[src/rtl/hotspot_pkg.sv]
// Shared Q10.22 constants, window lane map, pipeline records and fixed-point helpers.
package hotspot_pkg;

  localparam int unsigned Q_INT_WIDTH   = 10;
  localparam int unsigned Q_FLOAT_WIDTH = 22;
  localparam logic [31:0] Q_ONE         = 32'(1) << Q_FLOAT_WIDTH;

  localparam int unsigned LANE_C = 0;
  localparam int unsigned LANE_N = 1;
  localparam int unsigned LANE_S = 2;
  localparam int unsigned LANE_W = 3;
  localparam int unsigned LANE_E = 4;

  localparam logic [31:0] SAT_MAX = 32'h7FFFFFFF;
  localparam logic [31:0] SAT_MIN = 32'h80000000;

  // Stage-1 record: neighbour differences plus the centre and power operands.
  typedef struct packed {
    logic signed [33:0] dns;
    logic signed [33:0] dew;
    logic signed [32:0] da;
    logic signed [31:0] c;
    logic signed [31:0] p;
  } s1_t;

  // Stage-2 record: accumulated heat flow plus the centre temperature.
  typedef struct packed {
    logic signed [39:0] sum;
    logic signed [31:0] c;
  } s2_t;

  // Arithmetic shift of a full-width product back into Q format (floor rounding).
  function automatic logic signed [127:0] qshift(input logic signed [127:0] prod,
                                                 input int unsigned sh);
    return prod >>> sh;
  endfunction

  // Clamp a wide signed result into the 32-bit Q10.22 range.
  function automatic logic [31:0] sat32(input logic signed [63:0] x);
    if (x > 64'sh000000007FFFFFFF) return SAT_MAX;
    if (x < -64'sh0000000080000000) return SAT_MIN;
    return x[31:0];
  endfunction

endpackage

[src/rtl/hotspot_qmul.sv]
// Signed full-precision multiply followed by a Q-format arithmetic right shift.
module hotspot_qmul
  import hotspot_pkg::*;
#(
  parameter int unsigned A_W   = 32,
  parameter int unsigned B_W   = 32,
  parameter int unsigned SHIFT = Q_FLOAT_WIDTH
) (
  input  logic signed [A_W-1:0]           a,
  input  logic signed [B_W-1:0]           b,
  output logic signed [A_W+B_W-SHIFT-1:0] p
);

  localparam int unsigned FULL_W = A_W + B_W;
  localparam int unsigned OUT_W  = A_W + B_W - SHIFT;

  logic signed [FULL_W-1:0] full;

  assign full = a * b;
  assign p    = OUT_W'(qshift(128'(full), SHIFT));

endmodule

[src/rtl/hotspot_update.sv]
// HotSpot2D cell update: joins temperature window and power streams, three-stage
// stall-all pipeline, saturated Q10.22 result with frame-end marker.
module hotspot_update
  import hotspot_pkg::*;
#(
  parameter int unsigned DATA_WIDTH  = 32,
  parameter int unsigned INT_WIDTH   = Q_INT_WIDTH,
  parameter int unsigned FLOAT_WIDTH = Q_FLOAT_WIDTH,
  parameter int unsigned SIZE        = 512,
  parameter logic [31:0] CAP         = 32'h00400000,
  parameter logic [31:0] RX_INV      = 32'h00000000,
  parameter logic [31:0] RY_INV      = 32'h00000000,
  parameter logic [31:0] RZ_INV      = 32'h00000000,
  parameter logic [31:0] AMB         = 32'h14000000
) (
  input  logic                    aclk,
  input  logic                    axi_resetn,
  input  logic [DATA_WIDTH*5-1:0] s_axis_temp_data,
  input  logic                    s_axis_temp_valid,
  output logic                    s_axis_temp_ready,
  input  logic [DATA_WIDTH-1:0]   s_axis_power_data,
  input  logic                    s_axis_power_valid,
  output logic                    s_axis_power_ready,
  output logic [DATA_WIDTH-1:0]   m_axis_temp_data,
  output logic                    m_axis_temp_valid,
  input  logic                    m_axis_temp_ready,
  output logic                    m_axis_temp_last
);

  if (INT_WIDTH + FLOAT_WIDTH != DATA_WIDTH) begin : g_qfmt_check
    $error("hotspot_update: INT_WIDTH + FLOAT_WIDTH must equal DATA_WIDTH");
  end

  localparam int unsigned FRAME    = SIZE * SIZE;
  localparam int unsigned CNT_W    = (FRAME > 1) ? $clog2(FRAME) : 1;
  localparam logic [CNT_W-1:0] CNT_LAST = CNT_W'(FRAME - 1);
  localparam int unsigned MD_W     = 34 + 32 - FLOAT_WIDTH;
  localparam int unsigned MA_W     = 33 + 32 - FLOAT_WIDTH;
  localparam int unsigned MC_W     = 40 + 32 - FLOAT_WIDTH;

  logic                    adv;
  logic                    join_ok;
  logic                    v1, v2, v3;
  s1_t                     s1_d, s1_q;
  s2_t                     s2_d, s2_q;
  logic [DATA_WIDTH-1:0]   out_d, out_q;
  logic [CNT_W-1:0]        cnt;
  logic signed [31:0]      lane_c, lane_n, lane_s, lane_w, lane_e;
  logic signed [MD_W-1:0]  m_ns, m_ew;
  logic signed [MA_W-1:0]  m_a;
  logic signed [MC_W-1:0]  m_cap;

  assign lane_c = s_axis_temp_data[LANE_C*DATA_WIDTH +: DATA_WIDTH];
  assign lane_n = s_axis_temp_data[LANE_N*DATA_WIDTH +: DATA_WIDTH];
  assign lane_s = s_axis_temp_data[LANE_S*DATA_WIDTH +: DATA_WIDTH];
  assign lane_w = s_axis_temp_data[LANE_W*DATA_WIDTH +: DATA_WIDTH];
  assign lane_e = s_axis_temp_data[LANE_E*DATA_WIDTH +: DATA_WIDTH];

  // Whole pipeline moves together; a beat is taken only when both streams offer one.
  assign adv                = ~v3 | m_axis_temp_ready;
  assign join_ok            = axi_resetn & adv & s_axis_temp_valid & s_axis_power_valid;
  assign s_axis_temp_ready  = join_ok;
  assign s_axis_power_ready = join_ok;

  // Stage-1 operands: Laplacian terms per axis and distance to ambient.
  always_comb begin
    s1_d     = '0;
    s1_d.dns = 34'(lane_n) + 34'(lane_s) - (34'(lane_c) <<< 1);
    s1_d.dew = 34'(lane_w) + 34'(lane_e) - (34'(lane_c) <<< 1);
    s1_d.da  = 33'($signed(AMB)) - 33'(lane_c);
    s1_d.c   = lane_c;
    s1_d.p   = $signed(s_axis_power_data);
  end

  hotspot_qmul #(.A_W(34), .B_W(32), .SHIFT(FLOAT_WIDTH)) u_mul_ns (
    .a(s1_q.dns), .b(RY_INV), .p(m_ns)
  );
  hotspot_qmul #(.A_W(34), .B_W(32), .SHIFT(FLOAT_WIDTH)) u_mul_ew (
    .a(s1_q.dew), .b(RX_INV), .p(m_ew)
  );
  hotspot_qmul #(.A_W(33), .B_W(32), .SHIFT(FLOAT_WIDTH)) u_mul_a (
    .a(s1_q.da), .b(RZ_INV), .p(m_a)
  );

  // Stage-2 accumulation, wrapped to 40 bits.
  always_comb begin
    s2_d     = '0;
    s2_d.sum = 40'($signed(s1_q.p)) + 40'(m_ns) + 40'(m_ew) + 40'(m_a);
    s2_d.c   = s1_q.c;
  end

  hotspot_qmul #(.A_W(40), .B_W(32), .SHIFT(FLOAT_WIDTH)) u_mul_cap (
    .a(s2_q.sum), .b(CAP), .p(m_cap)
  );

  // Stage-3 result: centre plus scaled heat flow, clamped to 32 bits.
  always_comb begin
    out_d = '0;
    out_d = sat32(64'($signed(s2_q.c)) + 64'(m_cap));
  end

  // Pipeline registers; everything holds while the output is stalled.
  always_ff @(posedge aclk) begin
    if (!axi_resetn) begin
      v1    <= 1'b0;
      v2    <= 1'b0;
      v3    <= 1'b0;
      s1_q  <= '0;
      s2_q  <= '0;
      out_q <= '0;
    end else if (adv) begin
      v1    <= join_ok;
      s1_q  <= s1_d;
      v2    <= v1;
      s2_q  <= s2_d;
      v3    <= v2;
      out_q <= out_d;
    end
  end

  // Output beat counter; tracks handshakes so last follows the presented beat.
  always_ff @(posedge aclk) begin
    if (!axi_resetn) begin
      cnt <= '0;
    end else if (v3 && m_axis_temp_ready) begin
      cnt <= (cnt == CNT_LAST) ? '0 : cnt + 1'b1;
    end
  end

  assign m_axis_temp_data  = out_q;
  assign m_axis_temp_valid = v3;
  assign m_axis_temp_last  = v3 & (cnt == CNT_LAST);

endmodule

[config.mk]
export PLATFORM = sky130hd
export DESIGN_NAME = hotspot_update
export DESIGN_NICKNAME = d
export VERILOG_FILES = /design/src/rtl/hotspot_pkg.sv /design/src/rtl/hotspot_qmul.sv /design/src/rtl/hotspot_update.sv
export SDC_FILE = /design/constraint.sdc
export NUM_CORES = 1
export LEC_CHECK = 0
export CORE_AREA = 3 3 151 153
export CTS_BUF_LIST = sky130_fd_sc_hd__clkbuf_8
export CTS_CLUSTER_SIZE = 40
export DETAILED_ROUTE_END_ITERATION = 7
export DIE_AREA = 0 0 154 156
export GPL_ROUTABILITY_DRIVEN = 1
export PLACE_DENSITY_LB_ADDON = 0.3
export RECOVER_POWER = 50
export SLEW_MARGIN = 20
export SYNTH_ARGS = -nofsm -noshare
export SYNTH_HDL_FRONTEND = slang
export SYNTH_SLANG_ARGS = --single-unit
[constraint.sdc]
create_clock -name aclk -period 2.6 [get_ports aclk]
set_input_delay 0.65 -clock aclk [delete_from_list [all_inputs] [get_ports aclk]]
set_output_delay 0.65 -clock aclk [all_outputs]
set_load 0.005 [all_outputs]
==> results.yml, run 1 <==
status:
  status: "finished, violations left"
  violations: "setup timing"
power_and_ir_drop:
  p_switching_w: 0.00159
  vdd_drop_max_v: 0.000251
  seqPwrFrac_pct: 51.6
  power_density_mw_per_mm2: 541
  p_clk_share_pct: 33.2
  switching_share_pct: 27.3
  power_w: 0.00584
  p_leak_nw: 4.36
  internal_power_w: 0.00424
  share_comb_of_total_power_pct: 15.1
final_layout:
  fin_util_pct: 49.8
  num_antenna_cells: 0
  syn_to_final_growth_pct: 26.0
  fill_cells: 2135
  finalNetCount: 1428
  final_cells: 1490
  layout-drive-gt1-share_pct: 16.7
placed_design:
  port_buffers: 104
  place.gp.congestion: 0.880
  dpl.cell_count: 1455
  dp_hpwl_um: 14300
  dp_slack_ps: -250
sta:
  skew_ps: 23.3
  slew_violations: 0
  max_freq_mhz: 354
  holdWs_ps: 454
  hold_violations: 0
  worst_slew_pin_slew_ps: 671
  fin_crit_sh_pct: 109
  final-setup-viol-count: 31
  setup_ws_ps: -229
  slew_headroom_pct: 55.1
  grt_setup_unrepaired: "yes"
  min_period_ps: 2830
grt:
  grt_pass1_vias: 6748
  grt_usage_pct: 16.5
  antenna_found_initial: 0
  grt_max_degree: 131
  grt_pass1_wl_um: 32900
  grt_use_met2_pct: 23.9
  gr-usage-met1_pct: 25.0
  busiest_layer: "met1"
  grtUsageMet3_pct: 2.69
  gr-total-overflow: 0
yosys:
  synth_flop_cell: "dfxtp_1"
  synth_warnings: 0
  synth-seq-cells: 181
  syn_area_per_cell_sq_um: 8.04
  synthTopCellsByArea: "dfxtp_1 42%, nand2_1 13%, a21oi_1 9.8%"
  synth_cells: 1066
  yosysSeqAreaShare_pct: 42.3
  yosys.area.top_type: "dfxtp_1"
  async_reset_ff_share_pct: 0
  synth_edf_count: 0
  synth_area_sq_mm: 0.00857
  yosysTopAreaCellShare_pct: 42.3
  synth.distinct_cells: 53
  synthesis.nets: 1297
critical_path:
  cp.buffers_inverters: 2
  cp_max_fo: 31
  cp.required_ps: 3000
  arrival_ps: 3230
  critical_path_class: "reg2reg"
  worstPathCellList: "ha_4 -> inv_2 -> fa_2 -> nand2b_4 -> a21o_1 -> a31oi_4 -> o21ai_2 -> o21a_1 -> nor3b_2 -> o22ai_2 -> buf_12 -> maj3_2 -> a21oi_2"
  worstSetupStartpointType: "flip-flop"
  max_stage_delay_ps: 370
  crit_family: "compound AO/OA/AOI/OAI gates"
  r2r_cells: 13
  critPathSlowestCell: "dfxtp_2"
  end_kind: "flip-flop"
  path_depth: 13
routing:
  drtIter0Drc: 396
  drcViolationCount: 0
  num_vias: 7368
  dr.pass1.iters: 5
  wl_um: 19900
  post_drt_wl_per_cell_um: 13.4
  viasPerCell: 4.94
  ant_nets: 0
floorplanning:
  row_count: 54
  coreArea_sq_mm: 0.0217
  start_util_pct: 39.5
  die_h_um: 156
  die-area_sq_mm: 0.0240
  top_level_ports: 233
  fp.dieW_um: 154
worst_hold_path:
  hold_path.class: "reg2reg"
  holdPathStages: 2
clocking:
  clock_path_buffers: 2
  numClockSinks: 181
  numCtsBuffers: 17
  clockRootBuffer: "clkbuf_8"
  h-tree-depth: 4
  insertion_delay_ps: 470
  path_clk_slew_ps: 90
  cts_tree: "yes"
job:
  maxCapViolCount: 0
## final timing paths
kind,startpoint,to,slack (ps)
max,s2_q[32],m_axis_temp_data[2],-230
min,s1_q[0],s2_q[32],450
max reg2reg,s2_q[32],m_axis_temp_data[2],-230
min reg2reg,s1_q[0],s2_q[32],450
## flip-flops by register name (all words and copies together) (netlist names)
signal             count
cnt                   18
s2_q                  64
m_axis_temp_data      32
v1                     1
m_axis_temp_valid      1
s1_q                  64
v2                     1
## cell families (layout without fill, tap and decap cells)
family          after synthesis  count (layout)  share of synthesized area [%]
flops                       181             181                           42.3
simple gates                394             394                           19.2
fa+ha+maj                    65              65                           9.11
buf+inv                      82             226                           3.97
compound gates              306             306                           21.5
xor+xnor                     38              38                           3.89
## per-layer routing
| metal | part of all wire, % | vias up | wire length (um) |
|---|---|---|---|
| met5 | 0 | - | 0 |
| met4 | 1.4 | 0 | 279 |
| met3 | 2.9 | 22 | 569 |
| met2 | 42 | 122 | 8400 |
| met1 | 54 | 3310 | 10700 |
| li1 | - | 3914 | - |
## layout make-up
class | count | area [sq um] | share of cell area (%)
multi-input combinational | 803 | 4710 | 43.6
sequential | 181 | 3630 | 33.6
timing repair buffer | 179 | 1640 | 15.2
tap | 280 | 350 | 3.25
clock buffer | 18 | 248 | 2.30
clock inverter | 14 | 156 | 1.45
inverter | 15 | 58.8 | 0.545
## cell usage after synthesis (3+ instances only)
master / number
nor2b_1: 4
xnor2_1: 16
buf_1: 5
and3_1: 12
nand2_1: 287
clkbuf_1: 53
a31oi_1: 6
xor2_1: 22
or3_1: 7
nor4_1: 3
nand3_1: 15
a21oi_1: 167
a21o_1: 21
nor3_1: 8
buf_6: 3
nand4_1: 9
dfxtp_1: 181
o211ai_1: 7
buf_2: 5
nand2b_1: 7
o21bai_1: 4
ha_1: 33
maj3_2: 30
nor2_1: 35
a21oi_2: 30
o21ai_2: 3
inv_1: 14
o21ai_0: 48
## cell usage in the layout, fill, tap and decap left out, drive strengths merged, types with 3 or more instances in the layout
master / netlist / routed
dfxtp: 181 / 181
a211oi: 3 / 3
o21ai: 51 / 51
and3: 12 / 12
nor2: 35 / 35
nor4: 3 / 3
nand2: 287 / 287
nand4: 9 / 9
a21o: 21 / 21
clkbuf: 53 / 25
nor2b: 4 / 4
nand2b: 7 / 7
o21bai: 4 / 4
nor3: 8 / 8
o211ai: 7 / 7
or3: 7 / 7
clkinv: 0 / 3
clkdlybuf4s50: 0 / 100
maj3: 31 / 31
a21oi: 197 / 197
xor2: 22 / 22
buf: 14 / 69
ha: 33 / 33
xnor2: 16 / 16
a31oi: 8 / 8
inv: 15 / 25
nand3: 15 / 15
## power by group through the flow
stage | Clock (W) | Combinational [W] | Sequential [W]
4_1_cts | 0.00200 | 0.000894 | 0.00301
2_1_floorplan | 0 | 0.000496 | 0.00306
5_1_grt | 0.00211 | 0.000978 | 0.00303
6_report | 0.00194 | 0.000884 | 0.00301
3_3_place_gp | 0 | 0.000877 | 0.00307
3_5_place_dp | 0 | 0.000883 | 0.00308
## worst reg2reg max path: stages, from the launching register on
cell and delay (ps):
dfxtp_2 370, ha_4 160, inv_2 40, fa_2 360
nand2b_4 150, a21o_1 220, a31oi_4 210, o21ai_2 100
o21a_1 210, nor3b_2 180, o22ai_2 120, buf_12 190
maj3_2 330, a21oi_2 120
## what timing repair did
action | CTS | global route
resized for setup | 11 | 10
setup buffers | 2 | 1
hold buffers | 0 | 0
setup endpoints to repair | 34 | 33
pin swaps | 6 | 5
endpoints found under the hold margin | 0 | 0
## per-stage QoR
stage,setup TNS [ps],instance area (sq um)
after detailed placement,-5970,10400
after global placement,-5640,10400
after CTS,-5810,10800
after global routing,-9610,10800
after floorplan,-690,8590
final,-6030,10800
(Power assumes the default switching activity.)
==> run 2, diff against run 1 <==
--- a/config.mk
+++ b/config.mk
@@ -11,6 +11,7 @@
 export DETAILED_ROUTE_END_ITERATION = 7
 export DIE_AREA = 0 0 154 156
 export GPL_ROUTABILITY_DRIVEN = 1
+export MAX_ROUTING_LAYER = met4
 export PLACE_DENSITY_LB_ADDON = 0.3
 export RECOVER_POWER = 50
 export SLEW_MARGIN = 20
==> results.yml, run 2 (synthesized netlist as in run 1, its figures left out) <==
clocking:
  h-tree-depth: 4
  cts_tree: "yes"
  path_clk_slew_ps: 90
  numClockSinks: 181
  clock_path_buffers: 2
  hold_buffers: 0
  numCtsBuffers: 17
  insertion_delay_ps: 470
  clockRootBuffer: "clkbuf_8"
final_layout:
  syn_to_final_growth_pct: 26.0
  layout-drive-gt1-share_pct: 16.6
  num_antenna_cells: 0
  final_cells: 1490
  finalNetCount: 1428
  layout_common_cells: "287 x nand2_1, 178 x dfxtp_1, 166 x a21oi_1"
  layout.cells.most_common: "nand2_1"
critical_path:
  end_kind: "flip-flop"
  ff2ff_setup_slack_ps: -220
  cp_max_fo: 31
  critical_path_class: "reg2reg"
  worstSetupStartpointType: "flip-flop"
  arrival_ps: 3220
  cp.required_ps: 3000
routing:
  viasPerCell: 4.93
  num_vias: 7349
  drtIter0Drc: 430
  ant_nets: 0
  drcViolationCount: 0
  wl_um: 20000
  post_drt_wl_per_cell_um: 13.4
  dr.pass1.iters: 5
grt:
  grt_usage_pct: 17.0
  grt_max_degree: 131
  antenna_found_initial: 0
  gr-usage-met1_pct: 25.0
  busiest_layer: "met1"
  grt_pass1_wl_um: 32900
  gr-total-overflow: 0
  grtUsageMet3_pct: 2.64
  grt_use_met2_pct: 23.9
  grt_pass1_vias: 6721
power_and_ir_drop:
  p_leak_nw: 4.36
  vdd_drop_max_v: 0.000252
  seqPwrFrac_pct: 51.6
  power_density_mw_per_mm2: 541
  internal_power_w: 0.00424
  share_comb_of_total_power_pct: 15.1
  p_clk_share_pct: 33.2
  switching_share_pct: 27.3
  p_switching_w: 0.00159
floorplanning:
  coreArea_sq_mm: 0.0217
  row_count: 54
  die-area_sq_mm: 0.0240
  die_h_um: 156
  fp.dieW_um: 154
  start_util_pct: 39.5
  top_level_ports: 233
sta:
  final-setup-viol-count: 31
  skew_ps: 19.3
  max_freq_mhz: 354
  min_period_ps: 2820
  slew_violations: 0
  hold_violations: 0
  slew_headroom_pct: 55.5
  worst_slew_pin_slew_ps: 666
  grt_setup_unrepaired: "yes"
  fin_crit_sh_pct: 109
  setup_ws_ps: -221
  setup_tns_ps: -5840
placed_design:
  port_buffers: 104
  dpl.cell_count: 1455
  place.gp.congestion: 0.894
  dp_hpwl_um: 14300
status:
  status: "finished, violations left"
  violations: "setup timing"
worst_hold_path:
  hold_path.class: "reg2reg"
job:
  maxCapViolCount: 0
[run 2: cell types whose count changed in the layout (fill, tap and decap cells not counted)]
cell     delta
dfxtp_1     +1
dfxtp_2     -1
[run 2: what timing repair did]
item	4_1_cts	5_1_grt
resized for setup	11	9
pin swaps	6	5
buffers inserted	2	1
hold endpoints to repair	0	0
setup endpoints to repair	34	33
[run 2: layout make-up]
type | count | area, sq um
Clock buffer | 18 | 248
Sequential cell | 181 | 3630
Multi-Input combinational cell | 803 | 4710
Timing Repair Buffer | 179 | 1640
Clock inverter | 14 | 156
Fill cell | 2135 | 10900
Inverter | 15 | 58.8
Tap cell | 280 | 350
[run 2: per-stage QoR]
stage	utilization, %	hold slack, ps	total power [W]	cell area, sq um	setup slack [ps]
after global routing	49.7	472	0.00612	10800	-353
final	49.7	454	0.00584	10800	-221
after CTS	50.0	456	0.00591	10800	-223
after detailed placement	47.9	440	0.00396	10400	-250
after global placement	47.9	436	0.00395	10400	-240
after floorplan	-	429	0.00355	8590	-34.9
[run 2: layer usage]
layer,up-vias,share of wire (%)
li1,3909,-
met1,3316,54
met2,103,42
met3,21,2.4
met4,0,1.4
met5,-,0
[run 2: worst paths after layout]
| path | start | to | depth (start not counted) |
|---|---|---|---|
| worst max register to register | s2_q[32] | m_axis_temp_data[1] | 13 |
| worst min-delay path | s1_q[0] | s2_q[32] | 2 |
| worst min register to register | s1_q[0] | s2_q[32] | 2 |
| worst max-delay path | s2_q[32] | m_axis_temp_data[1] | 13 |
[run 2: worst max-delay path: stages, from the launching register on]
cell,delay [ps]
dfxtp_2,370
ha_4,160
inv_2,40
fa_2,360
nand2b_4,150
a21o_1,220
a31oi_4,200
o21ai_2,100
o21a_1,210
nor3b_2,180
o22ai_2,120
buf_12,190
maj3_2,320
a21oi_2,120
[run 2: power by group through the flow]
stage	logic [W]	registers [W]	clock network, W
6_report	0.000884	0.00301	0.00194
3_5_place_dp	0.000883	0.00308	0
5_1_grt	0.000978	0.00303	0.00211
3_3_place_gp	0.000877	0.00307	0
4_1_cts	0.000894	0.00301	0.00200
2_1_floorplan	0.000496	0.00306	0
